[config.mk]
export PLATFORM = sky130hd
export DESIGN_NAME = risc_core
export DESIGN_NICKNAME = d
export VERILOG_FILES = /design/src/rtl/risc_core.sv
export SDC_FILE = /design/constraint.sdc
export NUM_CORES = 1
export LEC_CHECK = 0
export CAP_MARGIN = 10
export CORE_MARGIN = 1
export CORE_UTILIZATION = 58
export DETAILED_ROUTE_END_ITERATION = 7
export PLACE_DENSITY = 0.91
export SYNTH_ARGS = -nofsm -noshare
export SYNTH_HDL_FRONTEND = slang
export SYNTH_SLANG_ARGS = --single-unit
[constraint.sdc]
create_clock -name clk -period 11.45 [get_ports clk]
set_input_delay 1.7175 -clock clk [delete_from_list [all_inputs] [get_ports clk]]
set_output_delay 1.7175 -clock clk [all_outputs]
set_load 0.05 [all_outputs]
[src/rtl/risc_core.sv]
// risc_core: five-stage PC/IF/ID/EX/MEM/WB integer pipeline with ROM, register file and ALU
module risc_core #(
  parameter int RFW = 5,
  parameter int IMW = 4,
  parameter int DW  = 32,
  parameter int IW  = 32,
  parameter logic [(2**IMW)*IW-1:0] IMEM_INIT = {
    {8{32'h0000_0000}},
    32'h0041_282A, 32'h0022_2022, 32'h0022_1820,
    {3{32'h0000_0000}},
    32'h2002_0003, 32'h2001_0005
  }
) (
  input  logic           clk,
  input  logic           rf_reset,
  input  logic [IMW-1:0] pc_in,
  input  logic           im_cs,
  input  logic           rf_we_e,
  output logic [IMW-1:0] pc_out,
  output logic [IW-1:0]  if_id_out,
  output logic [DW-1:0]  id_exe_r1,
  output logic [DW-1:0]  id_exe_r2,
  output logic [DW-1:0]  exe_mem_out,
  output logic [DW-1:0]  mem_wb_out
);
  typedef enum logic [2:0] {A_NOP, A_ADD, A_SUB, A_AND, A_OR, A_XOR, A_SLT, A_PASS} alu_e;
  logic [IW-1:0]  imem [2**IMW];
  logic [DW-1:0]  rf_q [2**RFW];
  logic [IMW-1:0] pc_q;
  logic [IW-1:0]  ifid_q;
  logic [DW-1:0]  r1_q, r2_q, imm_q, em_q, mw_q;
  logic [RFW-1:0] idd_q, emd_q, mwd_q;
  logic           idv_q, emv_q, mwv_q, bsel_q;
  alu_e           alu_q, alu_d;
  logic [DW-1:0]  imm_d, res_d, rs_val, rt_val, b_val;
  logic [RFW-1:0] dst_d, rs, rt, rd;
  logic [5:0]     op, funct;
  logic [15:0]    imm;
  logic           bsel_d, vld_d, wb_we;
  logic           unused_shamt;
  for (genvar i = 0; i < 2**IMW; i++) begin : g_rom
    assign imem[i] = IMEM_INIT[i*IW +: IW];
  end
  assign op           = ifid_q[31:26];
  assign rs           = ifid_q[25:21];
  assign rt           = ifid_q[20:16];
  assign rd           = ifid_q[15:11];
  assign funct        = ifid_q[5:0];
  assign imm          = ifid_q[15:0];
  assign unused_shamt = ^ifid_q[10:6];
  // A retiring WB write is visible to the ID read of the same register in the same cycle
  assign wb_we  = rf_we_e & mwv_q & (mwd_q != '0);
  assign rs_val = (wb_we && mwd_q == rs) ? mw_q : rf_q[rs];
  assign rt_val = (wb_we && mwd_q == rt) ? mw_q : rf_q[rt];
  // Decode: map op/funct to an ALU operation, select immediate form and destination
  always_comb begin
    alu_d  = (op == 6'h00) ? (funct == 6'h20 ? A_ADD : funct == 6'h22 ? A_SUB :
                              funct == 6'h24 ? A_AND : funct == 6'h25 ? A_OR  :
                              funct == 6'h26 ? A_XOR : funct == 6'h2A ? A_SLT : A_NOP) :
             op == 6'h08 ? A_ADD : op == 6'h0C ? A_AND : op == 6'h0D ? A_OR :
             op == 6'h0F ? A_PASS : A_NOP;
    bsel_d = op != 6'h00;
    imm_d  = op == 6'h08 ? {{(DW-16){imm[15]}}, imm} :
             op == 6'h0F ? {imm, {(DW-16){1'b0}}} : {{(DW-16){1'b0}}, imm};
    dst_d  = op == 6'h00 ? rd : rt;
    vld_d  = alu_d != A_NOP;
  end
  // Execute: unknown operations produce zero
  always_comb begin
    b_val = bsel_q ? imm_q : r2_q;
    res_d = alu_q == A_ADD  ? r1_q + b_val :
            alu_q == A_SUB  ? r1_q - b_val :
            alu_q == A_AND  ? r1_q & b_val :
            alu_q == A_OR   ? r1_q | b_val :
            alu_q == A_XOR  ? r1_q ^ b_val :
            alu_q == A_SLT  ? DW'($signed(r1_q) < $signed(b_val)) :
            alu_q == A_PASS ? b_val : '0;
  end
  // Pipeline registers advance every edge; reset flushes everything in flight
  always_ff @(posedge clk or negedge rf_reset) begin
    if (!rf_reset) begin
      pc_q   <= '0;
      ifid_q <= '0;
      r1_q   <= '0;
      r2_q   <= '0;
      imm_q  <= '0;
      alu_q  <= A_NOP;
      bsel_q <= 1'b0;
      idd_q  <= '0;
      idv_q  <= 1'b0;
      em_q   <= '0;
      emd_q  <= '0;
      emv_q  <= 1'b0;
      mw_q   <= '0;
      mwd_q  <= '0;
      mwv_q  <= 1'b0;
    end else begin
      pc_q   <= pc_in;
      ifid_q <= im_cs ? imem[pc_q] : '0;
      r1_q   <= rs_val;
      r2_q   <= rt_val;
      imm_q  <= imm_d;
      alu_q  <= alu_d;
      bsel_q <= bsel_d;
      idd_q  <= dst_d;
      idv_q  <= vld_d;
      em_q   <= res_d;
      emd_q  <= idd_q;
      emv_q  <= idv_q;
      mw_q   <= em_q;
      mwd_q  <= emd_q;
      mwv_q  <= emv_q;
    end
  end
  // Register file write port; r0 is never written so it reads as zero
  always_ff @(posedge clk or negedge rf_reset) begin
    if (!rf_reset) begin
      for (int j = 0; j < 2**RFW; j++) rf_q[j] <= '0;
    end else if (wb_we) begin
      rf_q[mwd_q] <= mw_q;
    end
  end
  assign pc_out      = pc_q;
  assign if_id_out   = ifid_q;
  assign id_exe_r1   = r1_q;
  assign id_exe_r2   = r2_q;
  assign exe_mem_out = em_q;
  assign mem_wb_out  = mw_q;
endmodule

==> results.yml, run 1 <==
run_status:
  status: "complete, no violations"
floorplan:
  ios: 172
  core_um2: 28800
  die_area_um2: 30000
  rows: 62
  die_width_um: 173
  start_util_pct: 59.0
  dieHeight_um: 173
yosys:
  yosysMostFrequentCell: "dfrtp_1"
  async_flop_share_pct: 100
  ys_seq_area_share_pct: 43.3
  synth-seq-cells: 294
  syn_area_per_cell_um2: 11.3
  ys_types: 86
  synth_common_cells: "294 x dfrtp_1, 169 x mux2_2, 106 x inv_1, 101 x ha_1, 83 x clkbuf_1"
  synth_edf_count: 0
  syn-cell-area_um2: 17000
  yosys-top-cells-area: "dfrtp_1 43%, mux2_2 11%, mux4_2 8.5%"
  synthCells: 1505
  synth_flop_cell: "dfrtp_1"
  synth_top_area_cell: "dfrtp_1"
  synthDominantCellAreaShare_pct: 43.3
  ys_warn_count: 0
worst_setup_path:
  worst_ep_arrival_time_ns: 2.50
  start_kind: "flip-flop"
  critPathCaptureType: "primary output"
  crit_required_ns: 9.73
  cp_max_fo: 36
  r2r_start: "imm_q[0]$_DFF_PN0_"
  critPathKind: "flip-flop to primary output"
  worstRegToRegCells: 12
  startpoint: "if_id_out[16]$_DFF_PN0_"
sta:
  fmax_mhz: 237
  rsz0062_at_grt: "no"
  min_period_ns: 4.22
  final_hold_viol_count: 0
  setup_tns_ns: 0
  timing.final.crit_share_pct: 36.8
  worstMarginPinSlew_ns: 1.23
  maxSlewViolCount: 0
  hold_ws_ns: 0.349
  setup_viol: 0
  clock_skew_ns: 0.0316
  slew_headroom_pct: 17.4
placement:
  gp_congestion: 0.937
  hpwl_um: 30400
  dpl-instance-area_um2: 18600
  io_buffers: 152
grt:
  grt_use_total_pct: 30.4
  antenna_found_initial: 0
  grt_max_degree: 140
  grt_first_pass_wirelength_um: 71800
  overflow: 0
  grt_pass1_vias: 12900
clock_network:
  cts.reportedPaths.clkPinSlew_ns: 0.06
  postCtsHoldBufs: 0
  clock_latency_ns: 0.59
  root_buffer: "clkbuf_16"
  cts_max_level: 1
  cts_made_buffers: 30
  cts_tree: "done"
  post_cts_buffers: 0
  cts_resized: 0
  clockBufferDepth: 3
  clock-sinks: 294
cells_and_area:
  fin_nets: 1712
  diodes: 0
  fill_cells: 2020
  layout-drive-gt1-share_pct: 19.9
  final_area_um2: 19700
  syn2layout_area_growth_pct: 15.8
detailed_routing:
  wl_per_cell_um: 22.5
  vias_per_cell: 6.23
  drt_iter0_drc: 1170
  ant_nets: 0
  post-route-drc-count: 0
  via_count: 12500
  first_pass_iters: 5
  routed_wl_um: 45100
worst_hold_path:
  hold_path_depth: 0
  min_path_type: "flip-flop to flip-flop"
  hp-start: "idv_q$_DFF_PN0_"
power_and_ir_drop:
  cellLeakagePower_nw: 9.12
  ir_drop_v: 0.000112
  p_total_w: 0.00219
  power_density_nw_per_um2: 112
job:
  drv_cap: 0
[registers in the layout (all words and copies together), names as in the netlist]
name	count
pc_out	4
idv_q	1
idd_q	3
emd_q	3
emv_q	1
mwd_q	3
exe_mem_out	32
mem_wb_out	32
alu_q	3
mwv_q	1
id_exe_r1	32
if_id_out	11
rf_q	128
imm_q	8
id_exe_r2	32
[layer usage]
| metal | vias to the layer above | GRT usage (%) | share of wire (%) | wire length [µm] |
|---|---|---|---|---|
| met3 | 111 | 4.97 | 7.9 | 3550 |
| met4 | 0 | 10.2 | 3.1 | 1390 |
| met5 | - | 0 | 0 | 0 |
| li1 | 5549 | - | - | - |
| met2 | 581 | 49.4 | 47 | 21400 |
| met1 | 6277 | 41.8 | 42 | 18800 |
[stage by stage]
| step | utilization, % | worst slack [ns] | cells |
|---|---|---|---|
| 2_1_floorplan | - | 7.73 | 1523 |
| 3_3_place_gp | 64.8 | 7.11 | 1953 |
| 3_5_place_dp | 64.8 | 7.04 | 1953 |
| 4_1_cts | 68.3 | 7.18 | 2009 |
| 5_1_grt | 68.3 | 7.09 | 2009 |
| 6_report | 68.3 | 7.23 | 2009 |
[final timing paths]
path                                                   to  slack [ns]
worst min-delay path                      emv_q$_DFF_PN0_        0.35
worst max register to register  exe_mem_out[31]$_DFF_PN0_        7.29
worst max-delay path                        if_id_out[16]        7.23
max in group asynchronous         mem_wb_out[6]$_DFF_PN0_        8.55
worst min register to register            emv_q$_DFF_PN0_        0.35
min in group asynchronous           rf_q[915]$_DFFE_PN0P_        1.26
[logic make-up (layout without fill, tap and decap cells)]
kind of cell | count (synthesis) | count (layout) | share of synthesized area, %
fa+ha+maj | 103 | 103 | 7.68
simple gates | 263 | 263 | 7.70
buf+inv | 231 | 333 | 5.60
compound gates | 315 | 315 | 12.5
xor+xnor | 53 | 53 | 2.73
mux | 245 | 245 | 20.4
other cells | 1 | 19 | 0.0221
flops | 294 | 294 | 43.3
[area by class of cell]
type                            count  area [µm²]  area share (%)
Sequential cell                   294        7360            37.4
Tap cell                          384         480            2.44
Inverter                          106         398            2.02
Timing Repair Buffer              171        1670            8.49
Clock buffer                       44         833            4.24
Multi-Input combinational cell    998        8740            44.5
Clock inverter                     12         174           0.885
[layout by cell type (no fill, tap or decap), types with 59 or more instances in the layout]
cell type,count
a21oi_1,76
ha_1,101
mux2_2,169
nor2_1,71
dfrtp_1,291
o21ai_0,60
mux4_2,64
inv_1,106
clkdlybuf4s50_1,151
nand2_1,59
[power by group]
part	switching [W]	total [W]	internal, W
clock network	0.000425	0.00100	0.000577
registers	0.00000969	0.00106	0.00105
logic	0.0000958	0.000134	0.0000385
total	0.000531	0.00219	0.00166
[critical path, stage by stage (launching register included)]
cell and delay (ns):
dfrtp_2 0.34, buf_4 0.60, clkdlybuf4s50_1 0.97
Note: power is estimated with default switching activity, not from simulation.
==> run 2: changes to the inputs <==
--- a/config.mk
+++ b/config.mk
@@ -7,9 +7,9 @@
 export LEC_CHECK = 0
 export CAP_MARGIN = 10
 export CORE_MARGIN = 1
-export CORE_UTILIZATION = 58
+export CORE_UTILIZATION = 52
 export DETAILED_ROUTE_END_ITERATION = 7
-export PLACE_DENSITY = 0.91
+export PLACE_DENSITY = 0.87
 export SYNTH_ARGS = -nofsm -noshare
 export SYNTH_HDL_FRONTEND = slang
 export SYNTH_SLANG_ARGS = --single-unit
==> constraint.sdc (replaced) <==
create_clock -name clk -period 3.4 [get_ports clk]
set_input_delay 0.51 -clock clk [delete_from_list [all_inputs] [get_ports clk]]
set_output_delay 0.51 -clock clk [all_outputs]
set_load 0.05 [all_outputs]
==> results.yml, run 2 (synthesized netlist as in run 1, its figures left out) <==
power_and_ir_drop:
  ir_drop_v: 0.000408
  cellLeakagePower_nw: 9.65
  p_sw_share_pct: 23.7
  pwr-share-clk_pct: 46.0
  p_switching_w: 0.00178
  p_int_w: 0.00574
  power_density_nw_per_um2: 360
  seqPwrFrac_pct: 47.4
  comb_power_share_pct: 6.7
cells_and_area:
  largest_register_ffs: 128
  utilization_pct: 65.8
  fill_cells: 2302
  fin_nets: 1801
  final_common_cell: "dfrtp_1"
  top_register: "rf_q"
  layout-drive-gt1-share_pct: 28.1
  layout_common_cells: "290 x dfrtp_1, 169 x mux2_2, 151 x clkdlybuf4s50_1"
  diodes: 0
  syn2layout_area_growth_pct: 23.2
sta:
  slew_headroom_pct: 45.5
  setup_tns_ns: 0
  min_period_ns: 3.40
  timing.final.crit_share_pct: 99.9
  fmax_mhz: 294
  maxSlewViolCount: 0
  clock_skew_ns: 0.0129
  hold_ws_ns: 0.00316
  rsz0062_at_grt: "yes"
  worstMarginPinSlew_ns: 0.818
  final_hold_viol_count: 0
  setup_viol: 0
detailed_routing:
  first_pass_iters: 5
  wl_per_cell_um: 22.2
  drt_iter0_drc: 1044
  routed_wl_um: 47600
  vias_per_cell: 6.08
  post-route-drc-count: 0
  via_count: 13100
  ant_nets: 0
worst_setup_path:
  start_kind: "flip-flop"
  startpoint: "imm_q[0]$_DFF_PN0_"
  worst_ep_arrival_time_ns: 3.86
  critPathKind: "flip-flop to flip-flop"
  critPathCaptureType: "flip-flop"
  cp_max_fo: 6
  timing.critical_path.mode_cell: "buf_4"
  r2r_start: "imm_q[0]$_DFF_PN0_"
  crit_required_ns: 3.86
  worstRegToRegCells: 14
  slowest_delay_ns: 0.53
  path_cells: "buf_12 -> clkbuf_16 -> nand2b_1 -> inv_1 -> ha_1 -> buf_4 -> a21o_1 -> a211oi_1 -> a31oi_4 -> buf_4 -> o21ai_2 -> nand3_1 -> a2111o_1 -> o211ai_1"
  crit_slowest_cell: "a211oi_1"
clock_network:
  cts_max_level: 1
  clockBufferDepth: 3
  cts_made_buffers: 30
  clock_latency_ns: 0.57
  cts_tree: "done"
  root_buffer: "clkbuf_16"
  cts.reportedPaths.clkPinSlew_ns: 0.07
  clock-sinks: 294
floorplan:
  start_util_pct: 53.4
  dieHeight_um: 183
  core_um2: 31800
  die_width_um: 183
  rows: 65
  die_area_um2: 33400
  ios: 172
grt:
  grt_first_pass_wirelength_um: 73400
  grt_max_degree: 111
  overflow: 0
  grt_use_total_pct: 28.4
  antenna_found_initial: 1
  grt_pass1_vias: 13200
run_status:
  status: "complete, no violations"
placement:
  gp_congestion: 0.985
  io_buffers: 152
  hpwl_um: 33100
worst_hold_path:
  min_path_type: "input pin to async pin"
job:
  drv_cap: 0
==> run 2: power by group through the flow <==
stage	Sequential (W)	Clock (W)	Combinational, W
floorplan	0.00367	0	0.000250
global placement	0.00362	0	0.000473
detailed placement	0.00362	0	0.000480
CTS	0.00356	0.00350	0.000488
global route	0.00356	0.00365	0.000540
finish	0.00356	0.00345	0.000502
==> run 2: per-stage QoR <==
| step | setup slack [ns] | power, W | cells | area [µm²] |
|---|---|---|---|---|
| after floorplan | 0.0100 | 0.00392 | 1523 | 17100 |
| after global placement | -0.112 | 0.00409 | 2083 | 19400 |
| after detailed placement | -0.154 | 0.00410 | 2083 | 19400 |
| after CTS | -0.0426 | 0.00755 | 2139 | 20400 |
| after global routing | -0.102 | 0.00775 | 2148 | 20900 |
| final | 0.00222 | 0.00752 | 2148 | 20900 |
==> run 2: per-layer routing <==
metal | share of wire, % | track usage (%)
met4 | 3.6 | 10.3
met3 | 7.8 | 4.81
met1 | 41 | 38.6
met2 | 48 | 45.8
met5 | 0 | 0
==> run 2: what timing repair did <==
action | CTS | global route
setup buffers | 1 | 9
resized for setup | 8 | 79
cloned | 0 | 1
pin swaps | 2 | 22
endpoints found under the setup margin | 10 | 18
hold buffers | 0 | 0
==> run 2: cell type report <==
class	count	area [µm²]	share of cell area, %
inverter	106	398	1.90
timing repair buffer	260	2430	11.6
clock buffer	43	891	4.26
multi-input combinational	998	9130	43.7
clock inverter	12	149	0.712
sequential	294	7360	35.2
tap	435	544	2.60
==> run 2: worst paths after layout <==
kind                                             end  slack, ns
max                        exe_mem_out[28]$_DFF_PN0_      0.002
min                           rf_q[1011]$_DFFE_PN0P_      0.003
max reg2reg                exe_mem_out[28]$_DFF_PN0_      0.002
min reg2reg                          mwv_q$_DFF_PN0_       0.35
max in group asynchronous     id_exe_r1[7]$_DFF_PN0_       2.50
min in group clk                     mwv_q$_DFF_PN0_       0.35
==> run 2: worst max-delay path: cells and delay by family, from the launching register on <==
| family | cells | cell delay (ns) |
|---|---|---|
| adder cells (fa/ha/maj) | 1 | 0.25 |
| flip-flops | 1 | 0.48 |
| buffers and inverters | 5 | 0.74 |
| AND/OR/NAND/NOR | 2 | 0.28 |
| AO/OA/AOI/OAI | 6 | 1.55 |
==> run 3: changes to the inputs <==
--- a/config.mk
+++ b/config.mk
@@ -5,11 +5,12 @@
 export SDC_FILE = /design/constraint.sdc
 export NUM_CORES = 1
 export LEC_CHECK = 0
+export ABC_AREA = 1
 export CAP_MARGIN = 10
 export CORE_MARGIN = 1
-export CORE_UTILIZATION = 52
+export CORE_UTILIZATION = 53
 export DETAILED_ROUTE_END_ITERATION = 7
-export PLACE_DENSITY = 0.87
+export PLACE_DENSITY = 0.88
 export SYNTH_ARGS = -nofsm -noshare
 export SYNTH_HDL_FRONTEND = slang
 export SYNTH_SLANG_ARGS = --single-unit
==> results.yml, run 3 <==
yosys:
  yosysMostFrequentCell: "nand2_1"
  ys_seq_area_share_pct: 42.3
  synthAdderAreaFrac_pct: 7.49
  synth-seq-cells: 294
  syn_area_per_cell_um2: 7.71
  ys_types: 50
  synth_top_area_cell: "dfrtp_1"
  synth_compound_area_share_pct: 20.5
  yosys.area_share.simple_pct: 17.7
  synthDominantCellAreaShare_pct: 42.3
  synthXorXnorAreaFrac_pct: 1.01
  yosys-top-cells-area: "dfrtp_1 42%, nand2_1 8.5%, ha_1 7.3%"
  ys_warn_count: 0
  synth_flop_cell: "dfrtp_1"
  synth_top_family_by_area: "compound AO/OA/AOI/OAI gates"
  synthCells: 2257
  async_flop_share_pct: 100
  syn-cell-area_um2: 17400
  synth_common_cells: "394 x nand2_1, 321 x inv_1, 294 x dfrtp_1, 222 x o21ai_0, 213 x nor2_1"
  synth_edf_count: 0
  synthMuxAreaShare_pct: 0.129
grt:
  grt_max_degree: 90
  grt_pass1_vias: 16400
  antenna_found_initial: 2
  overflow: 0
  grt_use_total_pct: 36.5
  grt_first_pass_wirelength_um: 93700
sta:
  fmax_mhz: 309
  final_hold_viol_count: 0
  timing.final.crit_share_pct: 95.3
  clock_skew_ns: 0.0327
  slew_headroom_pct: 42.2
  rsz0062_at_grt: "no"
  setup_tns_ns: 0
  maxSlewViolCount: 0
  min_period_ns: 3.24
  worstMarginPinSlew_ns: 0.868
  setup_viol: 0
detailed_routing:
  via_count: 16600
  ant_nets: 0
  vias_per_cell: 5.91
  first_pass_iters: 6
  routed_wl_um: 60400
  wl_per_cell_um: 21.5
  post-route-drc-count: 0
  drt_iter0_drc: 1888
cells_and_area:
  layout_common_cells: "392 x nand2_1, 321 x inv_1, 290 x dfrtp_1"
  utilization_pct: 62.6
  fin_nets: 2458
  multiInputGateArea_um2: 8270
  layout-drive-gt1-share_pct: 5.78
  seqCellArea_um2: 7370
  top_register: "rf_q"
  fill_cells: 2755
  largest_register_ffs: 128
  diodes: 0
  final_common_cell: "nand2_1"
  syn2layout_area_growth_pct: 16.7
clock_network:
  clockBufferDepth: 3
  cts_tree: "done"
  clock-sinks: 294
  root_buffer: "clkbuf_16"
  cts_made_buffers: 31
  post_cts_buffers: 0
  cts_max_level: 1
  cts.reportedPaths.clkPinSlew_ns: 0.07
  clock_latency_ns: 0.58
job:
  drv_cap: 0
worst_setup_path:
  start_kind: "flip-flop"
  critPathKind: "flip-flop to flip-flop"
  critPathCaptureType: "flip-flop"
  worst_ep_arrival_time_ns: 3.65
  cp_max_fo: 13
  crit_required_ns: 3.81
run_status:
  status: "complete, no violations"
placement:
  gp_congestion: 0.998
  hpwl_um: 44100
  io_buffers: 152
worst_hold_path:
  min_path_type: "flip-flop to flip-flop"
floorplan:
  die_width_um: 183
  die_area_um2: 33600
  start_util_pct: 53.7
  core_um2: 32500
  dieHeight_um: 183
  rows: 66
  ios: 172
power_and_ir_drop:
  ir_drop_v: 0.000439
  cellLeakagePower_nw: 9.41
  power_density_nw_per_um2: 430
[run 3: cells by family (layout without fill, tap and decap cells)]
group,count (synthesis),count (layout)
adders and majority gates,103,103
DFF,294,294
xor gates and xnor gates,20,20
buffers and inverters,478,574
AOI/OAI and AO/OA,609,609
muxes,2,2
other,1,19
and+or+nand+nor,750,750
[run 3: per-stage QoR]
step / setup WS [ns] / hold slack [ns] / instance area, µm² / total power [W] / cells
after detailed placement: 0.179 / 0.335 / 19300 / 0.00534 / 2755
after global placement: 0.110 / 0.332 / 19300 / 0.00533 / 2755
after global routing: 0.00664 / 0.365 / 20300 / 0.00906 / 2813
after CTS: 0.132 / 0.357 / 20300 / 0.00873 / 2813
final: 0.159 / 0.356 / 20300 / 0.00873 / 2813
after floorplan: 0.799 / 0.214 / 17500 / 0.00477 / 2275
[run 3: worst paths after layout]
path                                    start                        end  slack [ns]  cells past startpoint
min                        idd_q[2]$_DFF_PN0_         emd_q[2]$_DFF_PN0_        0.36                      0
max in group asynchronous            rf_reset   exe_mem_out[9]$_DFF_PN0_        2.00                      3
min reg2reg                idd_q[2]$_DFF_PN0_         emd_q[2]$_DFF_PN0_        0.36                      0
min in group asynchronous            rf_reset  exe_mem_out[14]$_DFF_PN0_        0.53                      2
max                        imm_q[0]$_DFF_PN0_  exe_mem_out[17]$_DFF_PN0_        0.16                     14
max reg2reg                imm_q[0]$_DFF_PN0_  exe_mem_out[17]$_DFF_PN0_        0.16                     14
[run 3: power breakdown]
group / internal (W) / switching [W]
clock network: 0.00198 / 0.00143
registers: 0.00357 / 0.000127
logic: 0.000470 / 0.00115
total: 0.00602 / 0.00271
[run 3: routing by layer]
metal  global-route usage, %  vias to the layer above  part of all wire (%)
met5                       0                        -                     0
met4                    9.93                        0                   2.6
met3                    6.45                      111                    10
met2                    58.4                      909                    46
met1                    50.9                     8004                    41
li1                        -                     7601                     -
[run 3: repair_timing]
| item | 4_1_cts | 5_1_grt |
|---|---|---|
| endpoints found under the hold margin | 12 | 0 |
| hold buffers | 1 | 0 |
| endpoints found under the setup margin | 0 | 4 |
| gates resized for setup | 0 | 4 |
[run 3: area by class of cell]
class,count,share of cell area (%)
multi-input combinational,1503,40.7
sequential,294,36.3
timing repair buffer,185,9.12
inverter,332,6.13
clock buffer,39,4.11
tap,442,2.72
clock inverter,18,0.930
[run 3: critical path, cell delays in order, from the launching register on]
cell and delay [ns]:
dfrtp_1 0.34, inv_1 0.17, or2_2 0.32, o21ai_0 0.21
inv_1 0.13, ha_1 0.41, nand2_1 0.14, o21ai_0 0.30
a21oi_1 0.13, o21ai_2 0.14, inv_2 0.10, o21ai_1 0.32
nor2_1 0.07, o21ai_1 0.16, nand3_1 0.12
